--- config.mk ---
export PLATFORM = sky130hd
export DESIGN_NAME = cdb_arbiter
export DESIGN_NICKNAME = d
export VERILOG_FILES = /design/src/rtl/cdb_arbiter.sv
export SDC_FILE = /design/constraint.sdc
export NUM_CORES = 1
export LEC_CHECK = 0
export CELL_PAD_IN_SITES_DETAIL_PLACEMENT = 0
export CELL_PAD_IN_SITES_GLOBAL_PLACEMENT = 2
export CORE_MARGIN = 2
export CORE_UTILIZATION = 14
export CTS_CLUSTER_DIAMETER = 80
export DETAILED_ROUTE_END_ITERATION = 6
export HOLD_SLACK_MARGIN = 0.1
export PLACE_DENSITY_LB_ADDON = 0.1
export SLEW_MARGIN = 20
export SYNTH_ARGS = -nofsm -noshare
export SYNTH_HDL_FRONTEND = slang
export SYNTH_SLANG_ARGS = --single-unit
--- constraint.sdc ---
create_clock -name clk -period 1.8 [get_ports clk]
set_clock_uncertainty 0.15 [all_clocks]
set_input_delay 0.27 -clock clk [delete_from_list [all_inputs] [get_ports clk]]
set_output_delay 0.27 -clock clk [all_outputs]
set_load 0.005 [all_outputs]
--- src/rtl/cdb_arbiter.sv ---
// Round-robin arbiter plus output register for the common data bus; one winner per cycle.
// Optional statistics counters (bcast_cnt, confl_cnt) are built when CDB_STATS_EN is defined.
module cdb_arbiter #(
    parameter int NUM_REQ   = 4,
    parameter int UNIT_SIZE = 8,
    parameter int WORD_SIZE = 32
) (
    input  logic                           clk,
    input  logic                           rst,
    input  logic [NUM_REQ-1:0]             req_valid,
    input  logic [NUM_REQ*UNIT_SIZE-1:0]   req_tag,
    input  logic [NUM_REQ*WORD_SIZE-1:0]   req_data,
    output logic [NUM_REQ-1:0]             req_ready,
    input  logic                           cdb_stall,
    input  logic                           flush,
    output logic                           cdb_valid,
    output logic [UNIT_SIZE-1:0]           cdb_tag,
    output logic [WORD_SIZE-1:0]           cdb_data
`ifdef CDB_STATS_EN
    ,
    output logic [31:0]                    bcast_cnt,
    output logic [31:0]                    confl_cnt
`endif
);

    localparam int PTR_W = (NUM_REQ > 1) ? $clog2(NUM_REQ) : 1;

    logic [PTR_W-1:0] rr_ptr;
    logic [PTR_W-1:0] winner;
    logic             found;
    logic             grant_en;
    logic             grant;
    logic             xfer;

    // Output register may accept a new winner when it is empty or being drained this cycle.
    assign grant_en = !rst && !flush && (!cdb_valid || !cdb_stall);
    assign grant    = grant_en && found;
    assign xfer     = cdb_valid && !cdb_stall;

    // Scan starts at rr_ptr and wraps; depends only on req_valid, never on tag/data.
    always_comb begin
        int idx;
        found  = 1'b0;
        winner = '0;
        idx    = 0;
        for (int k = 0; k < NUM_REQ; k++) begin
            idx = int'(rr_ptr) + k;
            if (idx >= NUM_REQ) idx = idx - NUM_REQ;
            if (!found && req_valid[idx]) begin
                found  = 1'b1;
                winner = PTR_W'(idx);
            end
        end
    end

    always_comb begin
        req_ready = '0;
        if (grant) req_ready[winner] = 1'b1;
    end

    always_ff @(posedge clk) begin
        if (rst) begin
            cdb_valid <= 1'b0;
            cdb_tag   <= '0;
            cdb_data  <= '0;
            rr_ptr    <= '0;
        end else if (flush) begin
            cdb_valid <= 1'b0;
        end else if (grant) begin
            cdb_valid <= 1'b1;
            cdb_tag   <= req_tag[winner*UNIT_SIZE +: UNIT_SIZE];
            cdb_data  <= req_data[winner*WORD_SIZE +: WORD_SIZE];
            rr_ptr    <= (int'(winner) == NUM_REQ - 1) ? '0 : winner + 1'b1;
        end else if (!cdb_valid || !cdb_stall) begin
            cdb_valid <= 1'b0;
        end
    end

`ifdef CDB_STATS_EN
    always_ff @(posedge clk) begin
        if (rst) begin
            bcast_cnt <= '0;
            confl_cnt <= '0;
        end else begin
            if (xfer) bcast_cnt <= bcast_cnt + 32'd1;
            if (grant_en && ($countones(req_valid) >= 2)) confl_cnt <= confl_cnt + 32'd1;
        end
    end
`endif

endmodule

==> impl_metrics.toml <==
[cells_and_area]
drive_gt1_frac = 0.216
fin_nets = 668
finish.utilization = 0.346
final-instance-count-excl-fill = 720
final_area_um2 = 5730
diodes = 0
num-fill-cells = 1698
areaGrowthSynthToFinish_pct = 141

[clock_network]
cts_tree = "yes"
clkLatencyLatePin_ps = 300
cts_sinks = 43
clkTransAtPathRegs_ps = 60
cts_buffers = 5
cts_root_buf = "clkbuf_16"
htree_num_levels = 2
hold_buffers = 0
cts_max_path_buffers = 2

[worst_setup_path]
start_kind = "register"
path_class = "register to primary output"
endpoint_kind = "primary output"
crit_required_ps = 1380
worst-path-max-fanout = 2
arrival_ps = 1730

[floorplan]
dieHeight_um = 134
die_width_um = 134
coreArea_um2 = 16600
initial_core_util = 0.144
dieArea_um2 = 18100
row_count = 47
io_pins = 213

[power]
clock_power_share = 0.269
switching_share = 0.296
p_leak_nw = 2.11
finalPower_mw = 3.56
seqPwrFrac = 0.321
peakVddDrop_uv = 366
power_density_nw_per_um2 = 622
comb_power_share = 0.410
power_switching_mw = 1.05
intPower_mw = 2.51

[timing]
finalWorstSetupSlack_ps = -354
hold_viol_final = 0
finalWorstPathRequiredPeriod_ps = 2150
fin_tns_setup_ps = -7020
setup_viol = 44
hold_slack_ps = 304
min_period_over_period = 1.20
slew_viol_final = 0
tightest_slew_ps = 357
max_clock_freq_ghz = 0.464
max-slew-margin-rel = 0.761
rsz0062_at_grt = "true"

[logic_synthesis]
synth-warning-count = 0
seq_area_frac_synth = 0.362
synthArstFlopShare = 0
ys_types = 32
synth_fp_nets = 417
synth_top_area_frac = 0.362
yosysMostFrequentCell = "dfxtp_1"
synth_area_leader_cell = "dfxtp_1"
syn_area_um2 = 2380
synth-edff-count = 0
synth_seq_cells = 43
synth.avg_cell_area_um2 = 9.60
synth_area_leaders = "dfxtp_1 (36%), mux2i_1 (17%), a222oi_1 (8.4%)"
synth_common_cells = "dfxtp_1 (43), mux2i_1 (41), nand2_1 (23)"
syn_inst = 248
synthFlopType = "dfxtp_1"

[placement]
gp_congestion = 0.795
dpl_cell_area_um2 = 5010
place_hpwl_um = 8400
place_inst = 690
dp_slack_ps = -1140
io_buffer_count = 212

[outcome]
violations = "negative setup slack"
status = "complete, but fails checks"

[drt]
drt_pass1_iterations = 5
top_layer_used = "met4"
met2WireLength_um = 6670
drt_iter0_drc = 98
wl_met3_um = 1240
viasPerCell = 4.37
wl_per_cell_um = 18.5
wl_met1_um = 5280
drcViolationCount = 0
wirelength_um = 13300
dr_total_vias = 3149
ant_nets = 0

[grt]
antenna_found_initial = 0
grt_overflow = 0
grt_usage = 0.141
grt_pass1_vias = 3328
grt_max_degree = 21
grt_pass1_wl_um = 19000

[min_path]
hold_path_class = "input port to register"

[flow_run]
drv_cap = 0
-- final cells by class --
cell class	instances	area (um2)	area share
flip-flops and latches	43	867	0.151
repair buffers	267	2830	0.494
clock buffers	6	129	0.0225
multi-input cells	179	1600	0.280
inverters	3	11.3	0.00196
well taps	220	275	0.0480
clock inverters	2	12.5	0.00218
-- repair_timing --
action	in CTS	in global routing
gates cloned	6	3
pin swaps	8	25
buffers inserted	7	7
gates resized for setup	74	29
endpoints found under the setup margin	46	44
-- registers in the layout (all words and copies together) (netlist names) --
signal and flops:
cdb_data 32, cdb_tag 8, cdb_valid 1, rr_ptr 2
-- layout by cell type, fill, tap and decap left out, drive strengths merged, types with 2 or more instances in the layout --
master	synthesis	final
a21oi	5	5
a32oi	20	20
nor4b	2	2
nand2	23	23
a222oi	20	20
nor2b	3	3
dlygate4sd2	0	3
dfxtp	43	43
clkdlybuf4s50	0	201
a211oi	2	2
inv	3	3
mux2i	41	41
clkbuf	5	10
buf	18	58
nor3	3	3
o21ai	22	22
nor2	5	5
or3	2	2
o211ai	21	21
-- metal layers --
layer  vias to the layer above  GRT usage
li1                       1513          -
met1                      1477      0.150
met2                       152      0.263
met3                         7     0.0552
met4                         0     0.0287
met5                         -          0
-- kinds of logic after synthesis --
| family | synth area share |
|---|---|
| flops | 0.362 |
| compound gates | 0.303 |
| fa+ha+maj | 0.00525 |
| buf+inv | 0.0583 |
| simple gates | 0.0998 |
| mux | 0.172 |
-- worst max-delay path, stage by stage (launching register included) --
cell and delay [ps]:
dfxtp_2 320, nand2_2 70, or4b_4 470, or3_4 350, nor3_2 100, buf_2 140
-- path summary, 6_finish.rpt --
check,start,slack [ps],to,cells after the start
worst max-delay path,cdb_valid$_SDFFE_PN0P_,-350,req_ready[2],5
worst min-delay path,flush,300,cdb_valid$_SDFFE_PN0P_,3
worst max register to register,cdb_valid$_SDFFE_PN0P_,-230,cdb_tag[2]$_SDFFE_PP0P_,10
worst min register to register,cdb_data[11]$_SDFFE_PP0P_,330,cdb_data[11]$_SDFFE_PP0P_,2
-- power groups by stage --
stage | Combinational, mW | Sequential, mW | Clock, mW
finish | 1.46 | 1.14 | 0.959
global route | 1.57 | 1.16 | 1.05
CTS | 1.43 | 1.14 | 1.02
detailed placement | 1.24 | 1.16 | 0
global placement | 1.23 | 1.15 | 0
floorplan | 0.420 | 1.16 | 0
Note: power is estimated with default switching activity, not from simulation.
